File: config.mk
export PLATFORM = sky130hd
export DESIGN_NAME = motor_cmd_scheduler
export DESIGN_NICKNAME = d
export VERILOG_FILES = /design/src/rtl/motor_cmd_scheduler.sv
export SDC_FILE = /design/constraint.sdc
export NUM_CORES = 1
export LEC_CHECK = 0
export CAP_MARGIN = 40
export CORE_MARGIN = 2
export CORE_UTILIZATION = 45
export DETAILED_ROUTE_END_ITERATION = 10
export GPL_TIMING_DRIVEN = 1
export PLACE_DENSITY_LB_ADDON = 0.25
export SETUP_SLACK_MARGIN = 0.5
export SYNTH_ARGS = -nofsm -noshare
export SYNTH_HDL_FRONTEND = slang
export SYNTH_SLANG_ARGS = --single-unit
File: constraint.sdc
create_clock -name clk -period 3.33 [get_ports clk]
set_input_delay 0.333 -clock clk [delete_from_list [all_inputs] [get_ports clk]]
set_output_delay 0.333 -clock clk [all_outputs]
set_load 0.02 [all_outputs]
File: src/rtl/motor_cmd_scheduler.sv
// motor_cmd_scheduler
//
// Takes signed per-wheel speed commands from the balance/PID logic and
// slew-limits them once per update tick. It converts the limited speeds into
// the sign + 7-bit half-period format used by the dual-channel step-pulse
// motor block. It also owns the motor block's stop control and a command
// watchdog that ramps both wheels to zero when the commander goes silent.
//
// Ports:
//   clk            system clock
//   reset          synchronous, active-high
//   cmd_valid      a command is present on cmd_speed1/cmd_speed2
//   cmd_ready      block can accept a command (low only around reset)
//   cmd_speed1/2   signed target speeds (two's complement, -128 saturates to -127)
//   motorN_sign    1 = forward (current speed >= 0)
//   motorN_period  127 - |current speed|; 127 is slowest, 0 is fastest
//   drive_reset    stop/hold for the motor block, high while IDLE
//   timeout        high while the watchdog has taken over (TIMEOUT state)
//
// Parameters:
//   UPDATE_DIV     clk cycles per update tick (>= 2)
//   STEP           max change of each wheel speed per tick (1..127)
//   WDOG_TICKS     ticks without an accepted command before timeout (>= 1)

module motor_cmd_scheduler #(
  parameter int UPDATE_DIV = 1000,
  parameter int STEP       = 4,
  parameter int WDOG_TICKS = 50
) (
  input  logic       clk,
  input  logic       reset,
  input  logic       cmd_valid,
  output logic       cmd_ready,
  input  logic [7:0] cmd_speed1,
  input  logic [7:0] cmd_speed2,
  output logic       motor1_sign,
  output logic [6:0] motor1_period,
  output logic       motor2_sign,
  output logic [6:0] motor2_period,
  output logic       drive_reset,
  output logic       timeout
);

  localparam int PW = $clog2(UPDATE_DIV);
  localparam int WW = $clog2(WDOG_TICKS + 1);
  localparam int NUM_WHEELS = 2;

  localparam logic signed [8:0] STEP9 = 9'(STEP);
  localparam logic signed [7:0] STEP8 = 8'(STEP);

  typedef enum logic [1:0] {
    IDLE    = 2'd0,
    RUN     = 2'd1,
    TIMEOUT = 2'd2
  } state_t;

  state_t          state_reg, state_next;
  logic [PW-1:0]   presc_reg;
  logic [WW-1:0]   wdog_reg, wdog_next;
  logic            ready_reg;
  logic            tick;
  logic            accept;
  logic            all_stopped;

  logic signed [7:0] tgt_reg  [NUM_WHEELS];
  logic signed [7:0] tgt_next [NUM_WHEELS];
  logic signed [7:0] cur_reg  [NUM_WHEELS];
  logic signed [7:0] cur_next [NUM_WHEELS];
  logic signed [7:0] cmd_sat  [NUM_WHEELS];
  logic signed [7:0] slew     [NUM_WHEELS];

  logic              sign_reg    [NUM_WHEELS];
  logic              sign_next   [NUM_WHEELS];
  logic [6:0]        period_reg  [NUM_WHEELS];
  logic [6:0]        period_next [NUM_WHEELS];
  logic              drive_reset_reg, timeout_reg;

  assign tick        = (presc_reg == PW'(UPDATE_DIV - 1));
  assign accept      = cmd_valid && ready_reg;
  assign all_stopped = (cur_reg[0] == 8'sd0) && (cur_reg[1] == 8'sd0);

  // ---------------------------------------------------------------------------
  // Per-wheel datapath: command saturation, one slew step, output formatting.
  // ---------------------------------------------------------------------------
  generate
    for (genvar gi = 0; gi < NUM_WHEELS; gi++) begin : g_wheel
      logic signed [7:0] raw_w;
      logic signed [8:0] diff_w;
      logic signed [7:0] slew_w;
      logic [6:0]        mag_w;

      assign raw_w = (gi == 0) ? cmd_speed1 : cmd_speed2;

      // -128 has no positive mirror in the period format, so clamp it.
      assign cmd_sat[gi] = (raw_w == 8'sh80) ? 8'sh81 : raw_w;

      // 9-bit difference so +127 - (-127) cannot wrap.
      assign diff_w = {tgt_reg[gi][7], tgt_reg[gi]} - {cur_reg[gi][7], cur_reg[gi]};

      // Stepping by STEP only when |d| > STEP keeps cur between its old value
      // and tgt, so cur never leaves -127..127.
      always_comb begin
        slew_w = tgt_reg[gi];
        if (diff_w > STEP9) begin
          slew_w = cur_reg[gi] + STEP8;
        end else if (diff_w < -STEP9) begin
          slew_w = cur_reg[gi] - STEP8;
        end
      end

      assign slew[gi] = slew_w;

      // |cur| fits in 7 bits because -128 can never be reached.
      assign mag_w = cur_next[gi][7] ? 7'(-cur_next[gi]) : cur_next[gi][6:0];

      // Outputs are computed from the next value so they move on the same
      // edge as cur itself.
      assign sign_next[gi]   = ~cur_next[gi][7];
      assign period_next[gi] = 7'd127 - mag_w;
    end
  endgenerate

  // ---------------------------------------------------------------------------
  // Next-state logic: FSM, watchdog, targets, slew.
  // ---------------------------------------------------------------------------
  always_comb begin
    state_next = state_reg;
    wdog_next  = wdog_reg;
    for (int i = 0; i < NUM_WHEELS; i++) begin
      tgt_next[i] = tgt_reg[i];
      cur_next[i] = cur_reg[i];
    end

    // Slew always works from the pre-edge target. A command accepted on a
    // tick edge therefore takes effect on the following tick.
    if (tick && (state_reg != IDLE)) begin
      for (int i = 0; i < NUM_WHEELS; i++) begin
        cur_next[i] = slew[i];
      end
    end

    case (state_reg)
      RUN: begin
        if (tick) begin
          if (int'(wdog_reg) + 1 >= WDOG_TICKS) begin
            state_next = TIMEOUT;
            wdog_next  = '0;
            for (int i = 0; i < NUM_WHEELS; i++) begin
              tgt_next[i] = 8'sd0;
            end
          end else begin
            wdog_next = wdog_reg + WW'(1);
          end
        end
      end
      TIMEOUT: begin
        // Judge "stopped" on cur before this tick's slew, so the wheels are
        // seen at zero for a full tick before the motor block is released.
        if (tick && all_stopped) begin
          state_next = IDLE;
        end
      end
      default: begin
        // IDLE: cur and tgt are already zero and stay there.
      end
    endcase

    // An accepted command overrides any watchdog action on the same edge.
    if (accept) begin
      state_next = RUN;
      wdog_next  = '0;
      for (int i = 0; i < NUM_WHEELS; i++) begin
        tgt_next[i] = cmd_sat[i];
      end
    end
  end

  // ---------------------------------------------------------------------------
  // State registers.
  // ---------------------------------------------------------------------------
  always_ff @(posedge clk) begin
    if (reset) begin
      state_reg       <= IDLE;
      presc_reg       <= '0;
      wdog_reg        <= '0;
      ready_reg       <= 1'b0;
      drive_reset_reg <= 1'b1;
      timeout_reg     <= 1'b0;
      for (int i = 0; i < NUM_WHEELS; i++) begin
        tgt_reg[i]    <= 8'sd0;
        cur_reg[i]    <= 8'sd0;
        sign_reg[i]   <= 1'b1;
        period_reg[i] <= 7'd127;
      end
    end else begin
      state_reg       <= state_next;
      presc_reg       <= tick ? '0 : presc_reg + PW'(1);
      wdog_reg        <= wdog_next;
      ready_reg       <= 1'b1;
      drive_reset_reg <= (state_next == IDLE);
      timeout_reg     <= (state_next == TIMEOUT);
      for (int i = 0; i < NUM_WHEELS; i++) begin
        tgt_reg[i]    <= tgt_next[i];
        cur_reg[i]    <= cur_next[i];
        sign_reg[i]   <= sign_next[i];
        period_reg[i] <= period_next[i];
      end
    end
  end

  assign cmd_ready     = ready_reg;
  assign motor1_sign   = sign_reg[0];
  assign motor1_period = period_reg[0];
  assign motor2_sign   = sign_reg[1];
  assign motor2_period = period_reg[1];
  assign drive_reset   = drive_reset_reg;
  assign timeout       = timeout_reg;

endmodule

# Word-level counts from Yosys, hierarchy flattened

Memories as Yosys holds them, arrays and structs flattened.
Cells that the tools add are included.

Add/sub/neg operators: 13
Magnitude comparators: 5
Eq/ne operators: 6
Mux-type cells: 30
Bitwise gates (word level): 10
Reductions and logical operators: 11

Operators with widths:

| operator                | number |
|---|---|
| $mux W16                | 5 |
| $mux W8                 | 10 |
| $mux W7                 | 4 |
| $gt A9 B4 Y1 const B    | 2 |
| $lt A9 B3 Y1 const B    | 2 |
| $sub A8 B8 Y9           | 2 |
| $add A8 B4 Y8 const B   | 2 |
| $eq A8 B8 Y1 const B    | 2 |
| $logic_not A8 Y1        | 2 |
| $sub A8 B4 Y8 const B   | 2 |
| $neg A7 Y7              | 2 |
| $sub A7 B7 Y7 const A   | 2 |
| $add A10 B1 Y10 const B | 1 |
| $eq A10 B10 Y1 const B  | 1 |
| $mux W2                 | 4 |
| $or A1 B1 Y1            | 8 |
| $add A6 B1 Y7 const B   | 1 |
| $ge A7 B6 Y1 const B    | 1 |
| $add A6 B1 Y6 const B   | 1 |
| $mux W6                 | 1 |
| $mux W1                 | 5 |
| $eq A2 B2 Y1 const B    | 2 |
| $logic_and A1 B1 Y1     | 4 |
| $pmux W2 S2             | 1 |
| 6 further kinds         | 8 |

Register bits after elaboration: 21
Memory bits (writable): 48
Output and inout port bits: 19
Logic and storage cells: 85
Memories: 4

Memories:

| memory     | depth | width | rd ports | clocked after memory_dff | wr ports | line | text |
|---|---|---|---|---|---|---|---|
| cur_reg    | 2     | 8     | 2        | 0                        | 2        | 67   | `logic signed [7:0] cur_reg [NUM_WHEELS];` |
| tgt_reg    | 2     | 8     | 2        | 0                        | 2        | 65   | `logic signed [7:0] tgt_reg [NUM_WHEELS];` |
| period_reg | 2     | 7     | 2        | 0                        | 2        | 74   | `logic [6:0] period_reg [NUM_WHEELS];` |
| sign_reg   | 2     | 1     | 2        | 0                        | 2        | 72   | `logic sign_reg [NUM_WHEELS];` |

# Longest topological paths before layout

Gate-level depths: netlist of run 1.

Word-level depth: 9
Depth in mapped cells: 16
Depth with buffers taken out: 16

# Least setup slack after synthesis of run 1

Ideal clock, no wire load.

Path type: register to register
From: memory tgt_reg[0][0]
To: memory period_reg[0][6]
Arrival: 3,320 ps
Required time: 3,207 ps
Slack: -112 ps
Stages on the path, launching flop included: 17
Path buffers: 0
Clock period less this slack: 3,442 ps
Cell sequence: dfxtp_1 > inv_1 > ha_1 > inv_1 > fa_1 > a21o_1 > or4b_1 > a21oi_1 > o211ai_1 > o21bai_4 > a211oi_2 > nor2_1 > a21oi_1 > ha_1 > and4_1 > a31oi_1 > mux2i_1

RTL lines:

| what        | line |
|---|---|
| from (decl) | 65 |
| to (decl)   | 74 |

==> out/qor.txt, run 1 <==
PLACEMENT
---------------------------------------------------------------------------------
Area post-placement ................................................   5760 sq um
IO buf count .......................................................           37
Number of instances in the placed design ...........................          770
Detailed placement HPWL ............................................     10000 um
RePlAce Congestion .................................................        0.944

SYNTHESIS
---------------------------------------------------------------------------------
Post-synthesis instance total ......................................          553
Dominant register cell in the synthesized netlist ..................      dfxtp_1
EDFF count, synth ..................................................            0
FFs w/ async S/R, synth ............................................            0
Flip-flop and latch count after synthesis ..........................           69
Synth area leaders ................................................. dfxtp_1 29%, ha_1 8.0%, nor2_1 5.0%, xnor2_1 3.2%, nand2_1 3.0%
Post-synthesis sequential area ratio ...............................        0.295
Portion of synthesized cell area occupied by the leading cell type .        0.295
Syn nets ...........................................................          604
Most instantiated cells after synthesis ............................ 69 x dfxtp_1, 62 x nor2_1, 37 x nand2_1
Post-synth top area cell ...........................................      dfxtp_1
Post-Syn Area per Cell .............................................   8.48 sq um
Count of synthesis-stage warnings from yosys .......................            0
Most frequent cell after synthesis .................................      dfxtp_1
Library cells used by synthesis ....................................           82
Post-synthesis cell area ...........................................   4690 sq um

TIMING
---------------------------------------------------------------------------------
Clock period minus worst slack .....................................      3.53 ns
Clk_skew ...........................................................    0.0113 ns
Worst-case headroom to the max-slew limit ..........................        0.531
Worst-margin pin slew ..............................................     0.702 ns
Setup TNS Final ....................................................    -0.842 ns
Fraction of the cycle the final worst path needs ...................         1.06
Least setup slack across all paths after layout ....................    -0.196 ns
Endpoints failing hold .............................................            0
Fin Hold WS ........................................................     0.456 ns
Achievable frequency ...............................................    0.284 GHz
Unrepaired setup endpoints after global routing ....................         true
Endpoints failing setup ............................................            5
Final max-slew violation count .....................................            0

CTS
---------------------------------------------------------------------------------
H-tree level count .................................................            3
Clock tree from TritonCTS ..........................................         done
Total CTS buffers ..................................................            9
Number of clock sinks ..............................................           69
Root cell of the clock tree ........................................     clkbuf_8
Deepest clock path buffer count ....................................            2
Register clock-pin slew on the reported worst setup and hold paths .      0.09 ns
Clock latency reported for the late side of the worst-skew pair ....      0.35 ns

OUTCOME
---------------------------------------------------------------------------------
Violations in the final reports .................................... setup timing
Run status ......................................................... finished, violations left

HOLD PATH
---------------------------------------------------------------------------------
Type of the worst min-delay path ................................... flip-flop to flip-flop

WORST SETUP PATH
---------------------------------------------------------------------------------
CP Data Required Time ..............................................      3.61 ns
Data arrival time of the critical path .............................      3.81 ns
Startpoint type of the worst setup path ............................    flip-flop
Setup slack on the worst flop-to-flop path .........................     -0.20 ns
Element type at the critical path end ..............................    flip-flop
Setup Crit Path Kind ............................................... flip-flop to flip-flop
Largest fanout of any net on the critical path .....................           10

GLOBAL ROUTING
---------------------------------------------------------------------------------
Antenna violations before repair ...................................            0
Number of global-route vias before repair ..........................         4437
Pin count of the biggest net entering global routing ...............           18
First-pass GRT wire length .........................................     22500 um
GR Util All Layers .................................................        0.248
Grt ovf ............................................................            0

FLOW RUN
---------------------------------------------------------------------------------
Max Cap Viol .......................................................            0

FINISH
---------------------------------------------------------------------------------
Share of post-route cells with drive strength above 1 ..............        0.304
Number of nets in the layout .......................................          717
Diode count ........................................................            0
Post-route cell area ...............................................   6450 sq um
Post-route core utilization ........................................        0.631
Fill cell instance count of the final layout .......................          852
Footprint of the multi-input gates .................................   3510 sq um
Register Area ......................................................   1400 sq um
Final Instance Count excl. Fillers .................................          807
Layout Area Growth over Synthesis ..................................        37.6%

DETAILED ROUTING
---------------------------------------------------------------------------------
Routed Wire Length .................................................     13900 um
Vias per cell ......................................................         5.73
Drt initial violations .............................................          341
Drt wl/cell ........................................................      17.2 um
Top metal layer carrying routed signals ............................         met4
Amount of wire on met3 after detailed routing ......................       786 um
M1 wire length .....................................................      6410 um
Antenna-violating nets left ........................................            0
First-pass iteration count of the detailed router ..................            5
Total vias in the final route ......................................         4622
DR DRC count .......................................................            0
Detail Route met2 WL ...............................................      6460 um

POWER AND IR DROP
---------------------------------------------------------------------------------
Flop pwr share .....................................................        0.412
Internal Pwr Total .................................................    0.00144 W
Switching power ....................................................   0.000636 W
Leakage component of the power .....................................      2.49 nW
Switching share of power ...........................................        0.306
Combinational group share of total power ...........................        0.249
Total power per unit cell area .....................................  322 nW/um^2
Clock power share ..................................................        0.340
Maximum vdd ir drop ................................................     0.243 mV

FLOORPLAN
---------------------------------------------------------------------------------
Row count ..........................................................           37
Number of ports placed on the die boundary .........................           38
Die Span Y .........................................................       106 um
Floorplan die area .................................................  11200 sq um
Starting utilization of the core area ..............................        0.458
CORE AREA ..........................................................  10200 sq um
Die boundary width .................................................       106 um

stage by stage:
stage | power (W) | worst slack, ns
floorplan | 0.00117 | 0.0206
global placement | 0.00131 | -0.0273
detailed placement | 0.00132 | -0.0644
CTS | 0.00206 | -0.0725
global route | 0.00217 | -0.327
finish | 0.00208 | -0.196
power by group through the flow:
stage,Combinational (W),Clock [W],Sequential (W)
6_report,0.000517,0.000705,0.000855
5_1_grt,0.000558,0.000758,0.000856
4_1_cts,0.000481,0.000721,0.000855
3_5_place_dp,0.000444,0,0.000873
3_3_place_gp,0.000435,0,0.000873
2_1_floorplan,0.000301,0,0.000871
cells in the final DEF (no fill, tap or decap), drive strengths merged, types with 8 or more instances in the layout:
cell and count:
buf 85, dfxtp 69, nor2 62, clkdlybuf4s50 37, nand2 37, inv 36
ha 30, a21oi 25, o21ai 22, nand3 19, xnor2 17, nor3 15
a211oi 13, a22o 12, and3 12, clkbuf 10, nand2b 9, nor2b 9
a21o 8, nand3b 8, xor2 8, mux2i 8, a31oi 8
area by class of cell:
cell class | count | area share
Clock inverter | 6 | 0.0111
Timing Repair Buffer | 122 | 0.162
Multi-Input combinational cell | 430 | 0.544
Sequential cell | 69 | 0.217
Clock buffer | 10 | 0.0198
Inverter | 34 | 0.0202
Tap cell | 136 | 0.0264
metal layers:
layer,vias up,track usage
li1,2256,-
met3,27,0.0478
met1,2205,0.349
met4,0,0.0536
met2,134,0.395
met5,-,0
cell families (layout without fill, tap and decap cells):
kind of cell,after synthesis,in the layout,synth area share
and+or+nand+nor,217,217,0.243
muxes,10,10,0.0219
buffers and inverters,54,172,0.0505
AOI/OAI and AO/OA,146,146,0.254
DFF,69,69,0.295
xor gates and xnor gates,25,25,0.0467
adders and majority gates,32,32,0.0886
worst max-delay path: stages (launching register included):
cell	delay [ns]
dfxtp_2	0.33
inv_2	0.06
ha_4	0.13
inv_2	0.03
fa_2	0.34
a21o_1	0.19
buf_4	0.15
a221oi_4	0.31
nor2b_1	0.09
o31a_1	0.37
a21oi_4	0.27
a21o_1	0.21
o32ai_2	0.11
or2_1	0.26
buf_6	0.16
or3_1	0.37
nand3_1	0.09
final timing paths:
kind / from / to / cells past startpoint
max: tgt_reg[0][0] / period_reg[0][3] / 16
min: presc_reg[0] / presc_reg[0] / 1
max reg2reg: tgt_reg[0][0] / period_reg[0][3] / 16
min reg2reg: presc_reg[0] / presc_reg[0] / 1
timing repair:
item,4_1_cts,5_1_grt
pin swaps,22,11
hold buffers,0,0
endpoints found under the setup margin,30,31
setup buffers,12,9
gates resized for setup,44,33
(Power assumes the default switching activity.)
==> run 2, diff against run 1 <==
CELL_PAD_IN_SITES_DETAIL_PLACEMENT = 0   (was default)
CELL_PAD_IN_SITES_GLOBAL_PLACEMENT = 1   (was default)
CORE_UTILIZATION = 40   (was 45)
==> out/qor.txt, run 2 (synthesized netlist as in run 1, its figures left out) <==
WORST SETUP PATH
---------------------------------------------------------------------------------
Cell family contributing the most delay on the critical path ....... compound AO/OA/AOI/OAI gates   unchanged
Total buffers and inverters traversed by the critical path .........            5   was 4
Setup Crit Path Kind ............................................... flip-flop to flip-flop   unchanged
Maximum single-stage delay on the critical path ....................      0.49 ns   was 0.37 ns
Start point of the critical path ................................... tgt_reg[0][0]   unchanged
Cell breakdown of the critical path ................................ inv_2 > ha_4 > inv_2 > fa_2 > a21o_1 > or4b_1 > a21oi_2 > o211ai_1 > o21bai_4 > buf_4 > buf_6 > buf_6 > a211o_1 > a22oi_2 > and4_4 > a31oi_2 > mux2i_1   was inv_2 > ha_4 > inv_2 > fa_2 > a21o_1 > buf_4 > a221oi_4 > nor2b_1 > o31a_1 > a21oi_4 > a21o_1 > o32ai_2 > or2_1 > buf_6 > or3_1 > nand3_1
Largest fanout of any net on the critical path .....................            4   was 10
Startpoint type of the worst setup path ............................    flip-flop   unchanged
Element type at the critical path end ..............................    flip-flop   unchanged
Reg-to-Reg Start ................................................... tgt_reg[0][0]   unchanged
CP Data Required Time ..............................................      3.58 ns   was 3.61 ns
Critical-path top delay cell .......................................       or4b_1   was o31a_1
Data arrival time of the critical path .............................      3.76 ns   was 3.81 ns

TIMING
---------------------------------------------------------------------------------
Fin Hold WS ........................................................     0.455 ns   was 0.456 ns
Endpoints failing setup ............................................           12   was 5
Worst-case headroom to the max-slew limit ..........................        0.486   was 0.531
Endpoints failing hold .............................................            0   unchanged
Achievable frequency ...............................................    0.286 GHz   was 0.284 GHz
Least setup slack across all paths after layout ....................    -0.172 ns   was -0.196 ns
Worst-margin pin slew ..............................................     0.771 ns   was 0.702 ns
Fraction of the cycle the final worst path needs ...................         1.05   was 1.06
Clock period minus worst slack .....................................      3.50 ns   was 3.53 ns
Final max-slew violation count .....................................            0   unchanged
Unrepaired setup endpoints after global routing ....................         true   unchanged
Clk_skew ...........................................................   0.00517 ns   was 0.0113 ns
Setup TNS Final ....................................................    -0.880 ns   was -0.842 ns

CTS
---------------------------------------------------------------------------------
Total CTS buffers ..................................................            9   unchanged
Deepest clock path buffer count ....................................            2   unchanged
H-tree level count .................................................            3   unchanged
Number of hold-repair buffers added at the cts stage ...............            0   unchanged
Clock tree from TritonCTS ..........................................         done   unchanged
Number of clock sinks ..............................................           69   unchanged
Clock latency reported for the late side of the worst-skew pair ....      0.33 ns   was 0.35 ns
Register clock-pin slew on the reported worst setup and hold paths .      0.06 ns   was 0.09 ns
Root cell of the clock tree ........................................    clkbuf_16   was clkbuf_8

POWER AND IR DROP
---------------------------------------------------------------------------------
Maximum vdd ir drop ................................................     0.344 mV   was 0.243 mV
Leakage component of the power .....................................      2.63 nW   was 2.49 nW
Total power per unit cell area .....................................  352 nW/um^2   was 322 nW/um^2

DETAILED ROUTING
---------------------------------------------------------------------------------
Routed Wire Length .................................................     13900 um   about the same
Total vias in the final route ......................................         4620   was 4622
Vias per cell ......................................................         5.57   was 5.73
Drt initial violations .............................................          212   was 341
Antenna-violating nets left ........................................            0   unchanged
DR DRC count .......................................................            0   unchanged
First-pass iteration count of the detailed router ..................            4   was 5
Drt wl/cell ........................................................      16.8 um   was 17.2 um

GLOBAL ROUTING
---------------------------------------------------------------------------------
Pin count of the biggest net entering global routing ...............           18   unchanged
Number of global-route vias before repair ..........................         4604   was 4437
First-pass GRT wire length .........................................     22800 um   was 22500 um
GR Util All Layers .................................................        0.222   was 0.248
Antenna violations before repair ...................................            0   unchanged
Grt ovf ............................................................            0   unchanged

HOLD PATH
---------------------------------------------------------------------------------
Min-delay src ...................................................... presc_reg[0]   unchanged
Type of the worst min-delay path ................................... flip-flop to flip-flop   unchanged

FINISH
---------------------------------------------------------------------------------
Diode count ........................................................            0   unchanged
Post-route cell area ...............................................   6650 sq um   was 6450 sq um
Share of post-route cells with drive strength above 1 ..............        0.316   was 0.304
Final Instance Count excl. Fillers .................................          830   was 807
Highest-count cells in the layout ignoring fill and taps ........... 82 x buf_4, 62 x nor2_1, 60 x dfxtp_1   was 73 x buf_4, 61 x nor2_1, 58 x dfxtp_1
Number of nets in the layout .......................................          733   was 717
Layout Area Growth over Synthesis ..................................        41.8%   was 37.6%
Most common cell after layout, fill and taps aside .................        buf_4   unchanged

FLOORPLAN
---------------------------------------------------------------------------------
Floorplan die area .................................................  12600 sq um   was 11200 sq um
Starting utilization of the core area ..............................        0.410   was 0.458
Die Span Y .........................................................       112 um   was 106 um
Die boundary width .................................................       112 um   was 106 um
Number of ports placed on the die boundary .........................           38   unchanged
Row count ..........................................................           39   was 37
CORE AREA ..........................................................  11400 sq um   was 10200 sq um

PLACEMENT
---------------------------------------------------------------------------------
IO buf count .......................................................           37   unchanged
Number of instances in the placed design ...........................          791   was 770
RePlAce Congestion .................................................        0.909   was 0.944
Detailed placement HPWL ............................................     10400 um   was 10000 um
Area post-placement ................................................   5880 sq um   was 5760 sq um

OUTCOME
---------------------------------------------------------------------------------
Run status ......................................................... finished, violations left   unchanged
Violations in the final reports .................................... setup timing   unchanged

FLOW RUN
---------------------------------------------------------------------------------
Max Cap Viol .......................................................            0   unchanged

[run 2: cell count changes in the layout (fill, tap and decap cells not counted), moves of 2 or more]
cell,delta
a211oi_2,-2
a21oi_2,+2
buf_4,+9
buf_6,+8
clkbuf_16,+9
clkbuf_8,-9
dfxtp_1,+2
ha_1,+3
ha_4,-4
inv_1,+2
o31ai_1,-2
[run 2: per-stage QoR]
stage	utilization	worst slack (ns)	total power, W
floorplan	-	0.0206	0.00117
global placement	0.514	-0.0639	0.00132
detailed placement	0.515	-0.216	0.00133
CTS	0.561	-0.167	0.00228
global route	0.582	-0.314	0.00243
finish	0.582	-0.172	0.00234
[run 2: final cells by class]
type | instances | area, sq um
clock buffer | 9 | 225
clock inverter | 7 | 58.8
fill | 1026 | 4770
inverter | 34 | 128
multi-input combinational | 430 | 3460
sequential | 69 | 1390
tap | 143 | 179
timing repair buffer | 138 | 1200
[run 2: path summary, 6_finish.rpt]
check,end,slack [ns],cells after the start
hold / removal,presc_reg[0],0.46,1
setup / recovery,period_reg[0][6],-0.17,17
hold reg to reg,presc_reg[0],0.46,1
setup reg to reg,period_reg[0][6],-0.17,17
[run 2: report_power, final]
group          switching (W)  leakage (nW)  total [W]  internal [W]
logic               0.000289          1.93   0.000563      0.000274
registers          0.0000143         0.564   0.000855      0.000840
clock network       0.000407         0.138   0.000923      0.000516
total               0.000710          2.63    0.00234       0.00163
[run 2: metal layers]
metal | part of all wire | global-route usage
met4 | 0.020 | 0.0675
met2 | 0.46 | 0.354
met1 | 0.48 | 0.311
met5 | 0 | 0
met3 | 0.041 | 0.0329
[run 2: what timing repair did]
item                                    CTS  global route
resized for setup                        38            36
setup buffers                            13            10
endpoints found under the setup margin   32            32
gates cloned                              0             0
endpoints found under the hold margin     0             0
pin swaps                                27            17
